--- src/rtl/fetch_controller.sv ---
// Instruction fetch controller: one outstanding imem request, decode hand-off, redirect/flush.
// Optional macro BRANCH_PREDICT_EN steers next_pc from the branch predictor.
module fetch_controller #(
   parameter logic [31:0] RESET_VECTOR = 32'h0000_0000
) (
   input  logic        clk,
   input  logic        rst_i,
   output logic        imem_req_o,
   output logic [31:0] imem_addr_o,
   input  logic        imem_gnt_i,
   input  logic        imem_rvalid_i,
   input  logic [31:0] imem_rdata_i,
   output logic [31:0] pred_instr_o,
   output logic [31:0] pred_pc_o,
   input  logic        pred_branch_i,
   input  logic [31:0] pred_target_i,
   output logic [31:0] instr_o,
   output logic [31:0] pc_o,
   output logic        valid_o,
   input  logic        ready_i,
   input  logic        redirect_i,
   input  logic [31:0] redirect_pc_i
);

   localparam int unsigned XLEN = 32;

   typedef enum logic [1:0] {
      S_REQ   = 2'd0,
      S_WAIT  = 2'd1,
      S_OUT   = 2'd2,
      S_FLUSH = 2'd3
   } state_e;

   state_e            state_q, state_d;
   logic [XLEN-1:0]   pc_q, pc_d;
   logic [XLEN-1:0]   instr_q, instr_d;
   logic [XLEN-1:0]   pc_out_q, pc_out_d;
   logic              valid_q, valid_d;
   logic              req_q, req_d;
   logic [XLEN-1:0]   next_pc;

   // Successor of the fetch currently completing
`ifdef BRANCH_PREDICT_EN
   assign next_pc      = pred_branch_i ? pred_target_i : pc_q + XLEN'(4);
   assign pred_instr_o = imem_rdata_i;
   assign pred_pc_o    = pc_q;
`else
   logic pred_unused;
   assign pred_unused  = ^{pred_branch_i, pred_target_i};
   assign next_pc      = pc_q + XLEN'(4);
   assign pred_instr_o = '0;
   assign pred_pc_o    = '0;
`endif

   always_ff @(posedge clk) begin
      if (rst_i) begin
         state_q  <= S_REQ;
         pc_q     <= RESET_VECTOR;
         instr_q  <= '0;
         pc_out_q <= '0;
         valid_q  <= 1'b0;
         req_q    <= 1'b1;
      end else begin
         state_q  <= state_d;
         pc_q     <= pc_d;
         instr_q  <= instr_d;
         pc_out_q <= pc_out_d;
         valid_q  <= valid_d;
         req_q    <= req_d;
      end
   end

   // Next-state: redirect always wins over predictor and sequential PC
   always_comb begin
      state_d  = state_q;
      pc_d     = pc_q;
      instr_d  = instr_q;
      pc_out_d = pc_out_q;
      valid_d  = valid_q;
      case (state_q)
         S_REQ: begin
            if (redirect_i) begin
               pc_d = redirect_pc_i;
               // a grant here belongs to the old address; its response must be dropped
               if (imem_gnt_i) state_d = S_FLUSH;
            end else if (imem_gnt_i) begin
               state_d = S_WAIT;
            end
         end
         S_WAIT: begin
            if (redirect_i) begin
               pc_d    = redirect_pc_i;
               state_d = imem_rvalid_i ? S_REQ : S_FLUSH;
            end else if (imem_rvalid_i) begin
               instr_d  = imem_rdata_i;
               pc_out_d = pc_q;
               pc_d     = next_pc;
               valid_d  = 1'b1;
               state_d  = S_OUT;
            end
         end
         S_OUT: begin
            if (redirect_i) begin
               pc_d    = redirect_pc_i;
               valid_d = 1'b0;
               state_d = S_REQ;
            end else if (ready_i) begin
               valid_d = 1'b0;
               state_d = S_REQ;
            end
         end
         S_FLUSH: begin
            if (redirect_i) pc_d = redirect_pc_i;
            // the stale response is consumed even if a redirect lands with it
            if (imem_rvalid_i) state_d = S_REQ;
         end
         default: state_d = S_REQ;
      endcase
      req_d = (state_d == S_REQ);
   end

   assign imem_req_o  = req_q;
   assign imem_addr_o = pc_q;
   assign instr_o     = instr_q;
   assign pc_o        = pc_out_q;
   assign valid_o     = valid_q;

endmodule

--- config.mk ---
export PLATFORM = sky130hd
export DESIGN_NAME = fetch_controller
export DESIGN_NICKNAME = d
export VERILOG_FILES = /design/src/rtl/fetch_controller.sv
export SDC_FILE = /design/constraint.sdc
export NUM_CORES = 1
export LEC_CHECK = 0
export BUFFER_PORTS_ARGS = -buffer_cell sky130_fd_sc_hd__buf_2
export CORE_AREA = 2 2 133 167
export DETAILED_ROUTE_END_ITERATION = 10
export DIE_AREA = 0 0 135 169
export PLACE_DENSITY = 0.54
export SLEW_MARGIN = 20
export SYNTH_ARGS = -nofsm -noshare
export SYNTH_HDL_FRONTEND = slang
export SYNTH_SLANG_ARGS = --single-unit
--- constraint.sdc ---
create_clock -name clk -period 2.6 [get_ports clk]
set_clock_uncertainty 0.15 [all_clocks]
set_input_delay 0.39 -clock clk [delete_from_list [all_inputs] [get_ports clk]]
set_output_delay 0.39 -clock clk [all_outputs]
set_load 0.005 [all_outputs]
==> results of run 1 <==
==> cell type report <==
type	count	area [sq um]	share of cell area
Sequential cell	100	2002	0.3274
Clock inverter	3	21.27	0.003479
Timing Repair Buffer	187	1013	0.1657
Antenna cell	1	2.502	0.0004092
Clock buffer	12	266.5	0.04359
Tap cell	279	349.1	0.05709
Inverter	16	60.06	0.009822
Multi-Input combinational cell	450	2400	0.3925
==> cell usage in the layout, fill, tap and decap left out, types with 11 or more instances in the layout <==
cell type,n
sky130_fd_sc_hd__nor3_1,11
sky130_fd_sc_hd__inv_1,15
sky130_fd_sc_hd__a211oi_1,12
sky130_fd_sc_hd__buf_4,19
sky130_fd_sc_hd__nand4_1,12
sky130_fd_sc_hd__nor2_1,29
sky130_fd_sc_hd__nand2_1,141
sky130_fd_sc_hd__dfxtp_1,100
sky130_fd_sc_hd__a21oi_1,71
sky130_fd_sc_hd__buf_2,166
sky130_fd_sc_hd__conb_1,64
==> how the worst min path moves through the flow <==
stage | endpoint | start | depth (start not counted)
3_3_place_gp | pc_o[25] | pc_o[25] | 2
6_report | instr_o[14] | imem_rdata_i[14] | 3
4_1_cts | instr_o[9] | imem_rdata_i[9] | 3
3_5_place_dp | instr_o[16] | instr_o[16] | 2
5_1_grt | instr_o[15] | imem_rdata_i[15] | 3
2_1_floorplan | instr_o[0] | instr_o[0] | 2
==> report_power, final <==
group | internal (uW) | switching (uW) | total [uW]
Clock | 724 | 611 | 1340
Sequential | 1590 | 74.5 | 1660
Combinational | 161 | 217 | 378
==> per-stage QoR <==
stage / worst slack, ns / total power (uW)
CTS: 0.3412 / 3445
floorplan: 0.7079 / 1944
global route: 0.1330 / 3547
finish: 0.3432 / 3376
detailed placement: 0.3511 / 2081
global placement: 0.4225 / 2078
==> cell families (layout without fill, tap and decap cells) <==
| group | after synthesis | count (layout) | share of synthesized area |
|---|---|---|---|
| buffers and inverters | 118 | 218 | 0.1436 |
| adders and majority gates | 1 | 1 | 0.002592 |
| other | 1 | 65 | 0.0007769 |
| DFF | 100 | 100 | 0.4147 |
| muxes | 3 | 3 | 0.006221 |
| and+or+nand+nor | 243 | 243 | 0.2411 |
| AOI/OAI and AO/OA | 134 | 134 | 0.1820 |
| xor gates and xnor gates | 5 | 5 | 0.009074 |
==> metal layers <==
metal,vias up,GRT usage,part of all wire
met5,-,0,0.00044
met4,2,0.05661,0.026
met1,2173,0.1715,0.43
met2,182,0.2267,0.48
met3,24,0.02965,0.065
li1,2299,-,-
==> tightest hold or removal path, delay by kind of cell <==
family | cells | cell delay (ns)
buf+inv | 1 | 0.10
compound gates | 1 | 0.05
simple gates | 1 | 0.04
==> registers in the layout (all words and copies together) (netlist names) <==
name,flops
imem_addr_o,32
state_q,2
valid_o,1
pc_o,32
imem_req_o,1
instr_o,32
==> Flow_metrics.wiki, run 1 <==
{| class="wikitable"
! Metric !! Value
|-
| Run status || finished clean
|-
| # setup viols final || 0
|-
| Skew-Pair Late Insertion Delay || 0.35 ns
|-
| Path class of the lowest-slack min-delay path || primary input to flip-flop
|-
| Total Die Area || 22820 sq um
|-
| Dominant delay contributor by cell family on the critical path || simple AND/OR/NAND/NOR gates
|-
| Number of slew-limit violations in the final report || 0
|-
| Area share of the largest cell type after synthesis || 0.4147
|-
| Hold Buf Count CTS || 0
|-
| Proportion of register bits with asynchronous set or reset after synthesis || 0
|-
| Buffers plus inverters on the worst setup path || 0
|-
| Sequential cell area fraction in the yosys report || 0.4147
|-
| Area of the core region || 21320 sq um
|-
| Site Rows || 60
|-
| Fin. Hold Viols || 0
|-
| Cell-by-cell trace of the critical path || nand4_2 -> nor4_4 -> a311oi_1 -> a2111oi_2
|-
| Cell area after synthesis || 4827 sq um
|-
| Wire length of the first global-routing pass || 24.16 mm
|-
| Final Wtd Congestion || 0.7860
|-
| Y dimension of the die || 169 um
|-
| Total CTS buffers || 9
|-
| Number of nets in the layout || 868
|-
| Number of antenna violations at the first check in global routing || 1
|-
| Kind of end point of the critical path || flip-flop
|-
| H-tree Lvls || 3
|-
| Worst reg2reg startpoint || imem_addr_o[5]
|-
| Share of post-route cells with drive strength above 1 || 0.2786
|-
| Endpoint of the worst setup timing path || imem_addr_o[21]
|-
| Average routed wire per standard cell || 15.07 um
|-
| Number of storage elements in the synthesis netlist || 100
|-
| Top cells by area, synth || sky130_fd_sc_hd__dfxtp_1, sky130_fd_sc_hd__nand2_1, sky130_fd_sc_hd__buf_4, sky130_fd_sc_hd__a21oi_1, sky130_fd_sc_hd__nor2_1
|-
| Max Fclk || 0.4431 GHz
|-
| CTS clk-pin slew, worst paths || 0.07 ns
|-
| Overall overflow remaining after global route || 0
|-
| Total placed instance area || 5824 sq um
|-
| Maximum clock path buffer count || 2
|-
| Count of buffers from port buffering || 167
|-
| Number of nets with antenna violations after detailed routing || 0
|-
| Library cell used as clock root buffer || sky130_fd_sc_hd__clkbuf_16
|-
| EDFF count, synth || 0
|-
| Iteration-0 DRC Markers || 166
|-
| Unrepaired setup endpoints after global routing || false
|-
| Dominant cell by count in the synthesized netlist || sky130_fd_sc_hd__nand2_1
|-
| Initial core utilization || 0.2264
|-
| Aggregate global-route resource usage || 0.1368
|-
| Utilization of the core after routing || 0.2868
|-
| Share of the cycle needed by the critical path after routing || 0.8680
|-
| Time the final worst path needs with I/O delays and setup || 2.257 ns
|-
| Final cell count without fillers || 1048
|-
| Prevailing post-synth register cell || sky130_fd_sc_hd__dfxtp_1
|-
| Maximum ir drop on the vdd rail || 0.3126 mV
|-
| HPWL after detailed placement || 11.58 mm
|-
| Hold Worst Slack || 0.1164 ns
|-
| Least-Margin Pin Slew || 0.6524 ns
|-
| I/O pin count || 265
|-
| Distinct cell type count of the synthesized netlist || 59
|-
| Power Density || 552.1 nW/um^2
|-
| Max-slew headroom || 0.5610
|-
| Leading cell types by count after synthesis || sky130_fd_sc_hd__nand2_1, sky130_fd_sc_hd__dfxtp_1, sky130_fd_sc_hd__a21oi_1
|-
| Static power due to leakage || 0.002608 uW
|-
| Startpoint type of the worst setup path || flip-flop
|-
| Area growth syn-to-layout || 26.67%
|-
| Number of gates resized after cts || 0
|-
| CTS Sinks || 100
|-
| Critical Path Source || imem_addr_o[5]
|-
| Via-per-instance ratio || 4.466
|-
| Worst setup path class || flip-flop to flip-flop
|-
| Number of placed cells counting well taps || 1032
|-
| Post-route DRC violation count || 0
|-
| Area leader, netlist || sky130_fd_sc_hd__dfxtp_1
|-
| Number of global-route vias before repair || 4223
|-
| Overall via count from detail_route || 4680
|-
| 1st-pass router iterations || 4
|-
| CP max FO || 9
|-
| Reg2reg end || imem_addr_o[21]
|-
| Die width || 135 um
|-
| CTS tree || built
|-
| Routed wire length || 15.79 mm
|-
| Warning count from the yosys run || 0
|-
| Delay contributed by the slowest stage of the critical path || 0.63 ns
|-
| Per-instance average area after synthesis || 7.979 sq um
|-
| Register-to-Register Path Depth || 4
|-
| Register-to-register path setup slack || 0.34 ns
|-
| Max-cap check violation count || 0
|-
| Number of instances in the synthesized netlist || 605
|-
| Layout fillers || 2354
|-
| Critical path depth in cells || 4
|-
| Arrival time of data at the critical path endpoint || 2.36 ns
|-
| Cell type of the slowest stage on the worst timing path || sky130_fd_sc_hd__nor4_4
|-
| Pin count of the biggest net entering global routing || 67
|-
| Critical Path RT || 2.70 ns
|-
| Post-CTS setup buffer count || 0
|-
| Post-Route Setup TNS || 0 ns
|-
| Final non-filler cell area || 6115 sq um
|}
Power figures use the tool's default switching activity.
==> run 2, diff against run 1 <==
--- a/config.mk
+++ b/config.mk
@@ -6,10 +6,12 @@
 export NUM_CORES = 1
 export LEC_CHECK = 0
 export BUFFER_PORTS_ARGS = -buffer_cell sky130_fd_sc_hd__buf_2
+export CELL_PAD_IN_SITES_DETAIL_PLACEMENT = 0
+export CELL_PAD_IN_SITES_GLOBAL_PLACEMENT = 1
 export CORE_AREA = 2 2 133 167
 export DETAILED_ROUTE_END_ITERATION = 10
 export DIE_AREA = 0 0 135 169
-export PLACE_DENSITY = 0.54
+export PLACE_DENSITY = 0.69
 export SLEW_MARGIN = 20
 export SYNTH_ARGS = -nofsm -noshare
 export SYNTH_HDL_FRONTEND = slang
==> constraint.sdc (replaced) <==
create_clock -name clk -period 2.6 [get_ports clk]
set_clock_uncertainty 0.15 [all_clocks]
set_input_delay 0.13 -clock clk [delete_from_list [all_inputs] [get_ports clk]]
set_output_delay 0.13 -clock clk [all_outputs]
set_load 0.005 [all_outputs]
==> Flow_metrics.wiki, run 2 (synthesis gave the netlist of run 1 again) <==
{| class="wikitable"
! Metric !! Value
|-
| CTS Sinks || 100
|-
| Post-route DRC violation count || 0
|-
| Time the final worst path needs with I/O delays and setup || 2.236 ns
|-
| Share of post-route cells with drive strength above 1 || 0.2554
|-
| Wire length of the first global-routing pass || 25.65 mm
|-
| Number of antenna violations at the first check in global routing || 1
|-
| Static power due to leakage || 0.002856 uW
|-
| Combinational share of power || 0.129
|-
| Power Density || 518.5 nW/um^2
|-
| Run status || finished clean
|-
| Max-slew headroom || 0.5149
|-
| Kind of end point of the critical path || flip-flop
|-
| Post-CTS setup buffer count || 0
|-
| Skew-Pair Late Insertion Delay || 0.36 ns
|-
| Overall via count from detail_route || 4902
|-
| Average routed wire per standard cell || 14.97 um
|-
| Library cell used as clock root buffer || sky130_fd_sc_hd__clkbuf_16
|-
| 1st-pass router iterations || 5
|-
| Busiest layer in global routing || met2
|-
| Switching part of the total power || 0.2722
|-
| Share of the cycle needed by the critical path after routing || 0.8599
|-
| # setup viols final || 0
|-
| Number of gates resized after cts || 0
|-
| Hold Worst Slack || 0.01623 ns
|-
| Total CTS buffers || 9
|-
| Commonest non-fill, non-tap cell in the layout || sky130_fd_sc_hd__buf_2
|-
| Count of buffers from port buffering || 167
|-
| Final non-filler cell area || 6731 sq um
|-
| Fin. Hold Viols || 0
|-
| Area growth syn-to-layout || 39.45%
|-
| Seq pwr share || 0.477
|-
| Die width || 135 um
|-
| Overall overflow remaining after global route || 0
|-
| GRT met1 Usage || 0.1760
|-
| CTS clk-pin slew, worst paths || 0.08 ns
|-
| CP max FO || 9
|-
| Number of nets in the layout || 929
|-
| Path class of the lowest-slack min-delay path || primary input to flip-flop
|-
| Initial core utilization || 0.2264
|-
| Routed wire length || 16.62 mm
|-
| Y dimension of the die || 169 um
|-
| Site Rows || 60
|-
| Startpoint type of the worst setup path || flip-flop
|-
| Met2 global-route usage || 0.2503
|-
| Layout fillers || 2402
|-
| Met3 Usage GRT || 0.02186
|-
| Post-Route Setup TNS || 0 ns
|-
| Clock network fraction of design power || 0.394
|-
| Number of slew-limit violations in the final report || 0
|-
| Worst setup path class || flip-flop to flip-flop
|-
| I/O pin count || 265
|-
| Internal power component || 2540 uW
|-
| Utilization of the core after routing || 0.3157
|-
| Most frequent cells in the layout || sky130_fd_sc_hd__buf_2, sky130_fd_sc_hd__nand2_1, sky130_fd_sc_hd__dfxtp_1
|-
| H-tree Lvls || 3
|-
| Via-per-instance ratio || 4.416
|-
| CTS tree || built
|-
| Max Fclk || 0.4473 GHz
|-
| Arrival time of data at the critical path endpoint || 2.34 ns
|-
| Critical Path RT || 2.71 ns
|-
| Hold Buf Count CTS || 64
|-
| Total Die Area || 22820 sq um
|-
| Least-Margin Pin Slew || 0.7276 ns
|-
| Total placed instance area || 5789 sq um
|-
| Final Wtd Congestion || 0.7508
|-
| Pin count of the biggest net entering global routing || 62
|-
| Iteration-0 DRC Markers || 196
|-
| Aggregate global-route resource usage || 0.1450
|-
| Area of the core region || 21320 sq um
|-
| Unrepaired setup endpoints after global routing || false
|-
| Maximum ir drop on the vdd rail || 0.3535 mV
|-
| Number of global-route vias before repair || 4668
|-
| Number of nets with antenna violations after detailed routing || 0
|-
| HPWL after detailed placement || 11.60 mm
|-
| Max-cap check violation count || 0
|-
| Maximum clock path buffer count || 2
|-
| Switching pwr || 949.9 uW
|}
run 2: cell types whose count changed in the layout (fill, tap and decap cells not counted):
| cell | change |
|---|---|
| sky130_fd_sc_hd__buf_12 | -1 |
| sky130_fd_sc_hd__dlygate4sd3_1 | +64 |
| sky130_fd_sc_hd__clkinv_2 | -1 |
| sky130_fd_sc_hd__clkinvlp_4 | +1 |
| sky130_fd_sc_hd__buf_4 | -2 |
| sky130_fd_sc_hd__clkinv_4 | +1 |
run 2: area by class of cell:
type,instances,area [sq um],area share
multi-input combinational,450,2400,0.3565
timing repair buffer,248,1619,0.2405
antenna,1,2.502,0.0003717
inverter,16,60.06,0.008922
clock buffer,12,266.5,0.03959
tap,279,349.1,0.05186
clock inverter,4,32.53,0.004833
sequential,100,2002,0.2974
run 2: per-layer routing:
layer,vias to the layer above,wire [um]
li1,2433,-
met1,2287,7330
met2,160,8042
met3,22,786
met4,0,459
met5,-,0
run 2: power by group through the flow:
stage / Clock, uW / Sequential, uW / Combinational (uW)
6_report: 1380 / 1670 / 450
5_1_grt: 1470 / 1680 / 501
4_1_cts: 1430 / 1670 / 456
3_5_place_dp: 0 / 1700 / 376
3_3_place_gp: 0 / 1700 / 375
2_1_floorplan: 0 / 1680 / 265
run 2: critical path: stages, from the launching register on:
cell                        delay, ns
sky130_fd_sc_hd__dfxtp_1         0.53
sky130_fd_sc_hd__nand4_2         0.35
sky130_fd_sc_hd__nor4_4          0.63
sky130_fd_sc_hd__a311oi_1        0.19
sky130_fd_sc_hd__a2111oi_2       0.28
run 2: worst paths after layout:
path / from / end / depth (start not counted) / slack (ns)
worst max register to register: imem_addr_o[5] / imem_addr_o[21] / 4 / 0.36
worst min-delay path: redirect_i / pc_o[17] / 4 / 0.02
worst min register to register: instr_o[10] / instr_o[10] / 2 / 0.30
worst max-delay path: imem_addr_o[5] / imem_addr_o[21] / 4 / 0.36
run 2: through the flow:
stage               std cells  setup WS, ns  power, uW
global placement         1029        0.4210       2076
finish                   1110        0.3642       3490
floorplan                 668        0.7079       1944
global route             1110        0.1616       3649
CTS                      1109        0.3469       3556
detailed placement       1029        0.3730       2078
==> run 3, diff against run 2 <==
--- a/config.mk
+++ b/config.mk
@@ -5,13 +5,14 @@
 export SDC_FILE = /design/constraint.sdc
 export NUM_CORES = 1
 export LEC_CHECK = 0
+export ABC_AREA = 1
 export BUFFER_PORTS_ARGS = -buffer_cell sky130_fd_sc_hd__buf_2
 export CELL_PAD_IN_SITES_DETAIL_PLACEMENT = 0
 export CELL_PAD_IN_SITES_GLOBAL_PLACEMENT = 1
-export CORE_AREA = 2 2 133 167
+export CORE_AREA = 2 2 136 171
 export DETAILED_ROUTE_END_ITERATION = 10
-export DIE_AREA = 0 0 135 169
-export PLACE_DENSITY = 0.69
+export DIE_AREA = 0 0 138 173
+export PLACE_DENSITY = 0.7
 export SLEW_MARGIN = 20
 export SYNTH_ARGS = -nofsm -noshare
 export SYNTH_HDL_FRONTEND = slang
==> Flow_metrics.wiki, run 3 <==
{| class="wikitable"
! Metric !! Value
|-
| Warning count from the yosys run || 0
|-
| Count of buffers from port buffering || 167
|-
| Area growth syn-to-layout || 34.74%
|-
| Routed wire length || 17.98 mm
|-
| Leading cell types by count after synthesis || sky130_fd_sc_hd__nor2_1, sky130_fd_sc_hd__nand2_1, sky130_fd_sc_hd__dfxtp_1
|-
| Cell-by-cell trace of the critical path || nand3_2 -> inv_2 -> nand2_4 -> inv_2 -> buf_4 -> nand3_1 -> o211ai_1 -> a21oi_1
|-
| H-tree Lvls || 3
|-
| Endpoint of the worst setup timing path || imem_addr_o[11]
|-
| Multi-input gate area in the final layout || 2470 sq um
|-
| Number of instances in the synthesized netlist || 727
|-
| HPWL after detailed placement || 13.46 mm
|-
| FF+latch area || 2002 sq um
|-
| Proportion of register bits with asynchronous set or reset after synthesis || 0
|-
| Average routed wire per standard cell || 14.63 um
|-
| I/O pin count || 265
|-
| Path class of the lowest-slack min-delay path || primary input to flip-flop
|-
| Sequential cell area fraction in the yosys report || 0.3964
|-
| 1st-pass router iterations || 4
|-
| Share of the cycle needed by the critical path after routing || 0.7450
|-
| Max-cap check violation count || 0
|-
| Wire length of the first global-routing pass || 27.28 mm
|-
| Cell area after synthesis || 5050 sq um
|-
| # setup viols final || 0
|-
| Least-Margin Pin Slew || 0.6077 ns
|-
| Maximum clock path buffer count || 2
|-
| Total Die Area || 23870 sq um
|-
| Area leader, netlist || sky130_fd_sc_hd__dfxtp_1
|-
| Final Wtd Congestion || 0.8387
|-
| Y dimension of the die || 173 um
|-
| CTS clk-pin slew, worst paths || 0.08 ns
|-
| Number of slew-limit violations in the final report || 0
|-
| CP most frequent cell || sky130_fd_sc_hd__inv_2
|-
| Post-route DRC violation count || 0
|-
| Die width || 138 um
|-
| Ant diodes || 0
|-
| CTS tree || built
|-
| Site Rows || 61
|-
| Pin count of the biggest net entering global routing || 54
|-
| Kind of end point of the critical path || flip-flop
|-
| Post-CTS setup buffer count || 0
|-
| Library cell used as clock root buffer || sky130_fd_sc_hd__clkbuf_16
|-
| Top cells by area, synth || sky130_fd_sc_hd__dfxtp_1, sky130_fd_sc_hd__nor2_1, sky130_fd_sc_hd__buf_4, sky130_fd_sc_hd__nand2_1, sky130_fd_sc_hd__o21ai_0
|-
| Critical Path RT || 2.69 ns
|-
| Distinct cell type count of the synthesized netlist || 31
|-
| Time the final worst path needs with I/O delays and setup || 1.937 ns
|-
| Number of global-route vias before repair || 4843
|-
| Fin. Hold Viols || 0
|-
| EDFF count, synth || 0
|-
| Area of the core region || 22130 sq um
|-
| Initial core utilization || 0.2282
|-
| Most frequent cells in the layout || sky130_fd_sc_hd__buf_2, sky130_fd_sc_hd__nor2_1, sky130_fd_sc_hd__nand2_1
|-
| Worst reg2reg startpoint || state_q[0]
|-
| Run status || finished clean
|-
| Number of storage elements in the synthesis netlist || 100
|-
| Delay contributed by the slowest stage of the critical path || 0.45 ns
|-
| Reg2reg end || imem_addr_o[11]
|-
| Skew-Pair Late Insertion Delay || 0.35 ns
|-
| Commonest non-fill, non-tap cell in the layout || sky130_fd_sc_hd__buf_2
|-
| CTS Sinks || 100
|-
| CP max FO || 30
|-
| Aggregate global-route resource usage || 0.1456
|-
| Startpoint type of the worst setup path || flip-flop
|-
| Least setup slack across all paths after layout || 0.6631 ns
|-
| Dominant cell by count in the synthesized netlist || sky130_fd_sc_hd__nor2_1
|-
| Number of placed cells counting well taps || 1155
|-
| Utilization of the core after routing || 0.3074
|-
| Number of nets with antenna violations after detailed routing || 0
|-
| Buffers plus inverters on the worst setup path || 3
|-
| Setup slack after placement || 0.6149 ns
|-
| Arrival time of data at the critical path endpoint || 2.03 ns
|-
| Total CTS buffers || 9
|-
| Number of nets in the layout || 1045
|-
| Share of post-route cells with drive strength above 1 || 0.2357
|-
| Area share of the largest cell type after synthesis || 0.3964
|-
| Iteration-0 DRC Markers || 161
|-
| Overall via count from detail_route || 5068
|-
| Max Fclk || 0.5163 GHz
|-
| Dominant delay contributor by cell family on the critical path || buffers and inverters
|-
| Final cell count without fillers || 1229
|-
| Static power due to leakage || 0.003053 uW
|-
| Overall overflow remaining after global route || 0
|-
| Critical path depth in cells || 8
|-
| Per-instance average area after synthesis || 6.946 sq um
|-
| Register-to-Register Path Depth || 8
|-
| Unrepaired setup endpoints after global routing || false
|-
| Maximum ir drop on the vdd rail || 0.2555 mV
|-
| Max-slew headroom || 0.5943
|-
| Worst setup path class || flip-flop to flip-flop
|-
| Cell type of the slowest stage on the worst timing path || sky130_fd_sc_hd__inv_2
|-
| Layout fillers || 2469
|-
| Power Density || 537.0 nW/um^2
|-
| Post-Route Setup TNS || 0 ns
|-
| Critical Path Source || state_q[0]
|-
| Number of antenna violations at the first check in global routing || 0
|-
| Register-to-register path setup slack || 0.66 ns
|-
| Via-per-instance ratio || 4.124
|-
| Prevailing post-synth register cell || sky130_fd_sc_hd__dfxtp_1
|}
[run 3: cell type report]
| type | count | area share |
|---|---|---|
| clock buffer | 10 | 0.03512 |
| clock inverter | 6 | 0.01048 |
| inverter | 37 | 0.02078 |
| multi-input combinational | 555 | 0.3630 |
| sequential | 100 | 0.2942 |
| tap | 283 | 0.05204 |
| timing repair buffer | 238 | 0.2243 |
[run 3: metal layers]
layer  vias up  GRT usage  part of all wire
met5         -          0                 0
met4         0    0.03529            0.0090
met3         8    0.03572             0.058
met2       183     0.2715              0.51
met1      2237     0.1656              0.42
li1       2640          -                 -
[run 3: what timing repair did]
item	4_1_cts	5_1_grt
gates resized for setup	0	0
hold buffers	58	0
hold endpoints to repair	57	0
[run 3: logic make-up after synthesis]
| family | synth area share |
|---|---|
| buffers and inverters | 0.1613 |
| AOI/OAI and AO/OA | 0.1623 |
| DFF | 0.3964 |
| and+or+nand+nor | 0.2748 |
| muxes | 0.001982 |
| other | 0.0007426 |
| adders and majority gates | 0.002477 |
[run 3: stage by stage]
stage               area, sq um  power (uW)  hold slack [ns]
floorplan                  5286        2045           0.1450
detailed placement         5913        2214           0.2406
global route               6804        3867          0.03571
finish                     6804        3653          0.01602
CTS                        6804        3726         0.004559
global placement           5913        2213           0.2329
[run 3: power breakdown]
group / internal (uW) / total (uW) / switching, uW / leakage [uW]
sequential: 1610 / 1700 / 84.1 / 0.000817
clock: 781 / 1410 / 633 / 0.000145
combinational: 243 / 543 / 300 / 0.00209
total: 2640 / 3650 / 1020 / 0.00305
[run 3: worst min path at each step]
stage	cells after the start	start	end
2_1_floorplan	2	redirect_pc_i[12]	imem_addr_o[12]
3_3_place_gp	3	imem_rdata_i[3]	instr_o[3]
3_5_place_dp	3	imem_rdata_i[3]	instr_o[3]
4_1_cts	3	redirect_pc_i[5]	imem_addr_o[5]
5_1_grt	3	redirect_pc_i[5]	imem_addr_o[5]
6_report	3	redirect_pc_i[5]	imem_addr_o[5]
[run 3: tightest hold or removal path: cells and delay by family]
family | cells | cell delay (ns)
AOI/OAI and AO/OA | 2 | 0.22
buffers and inverters | 1 | 0.11
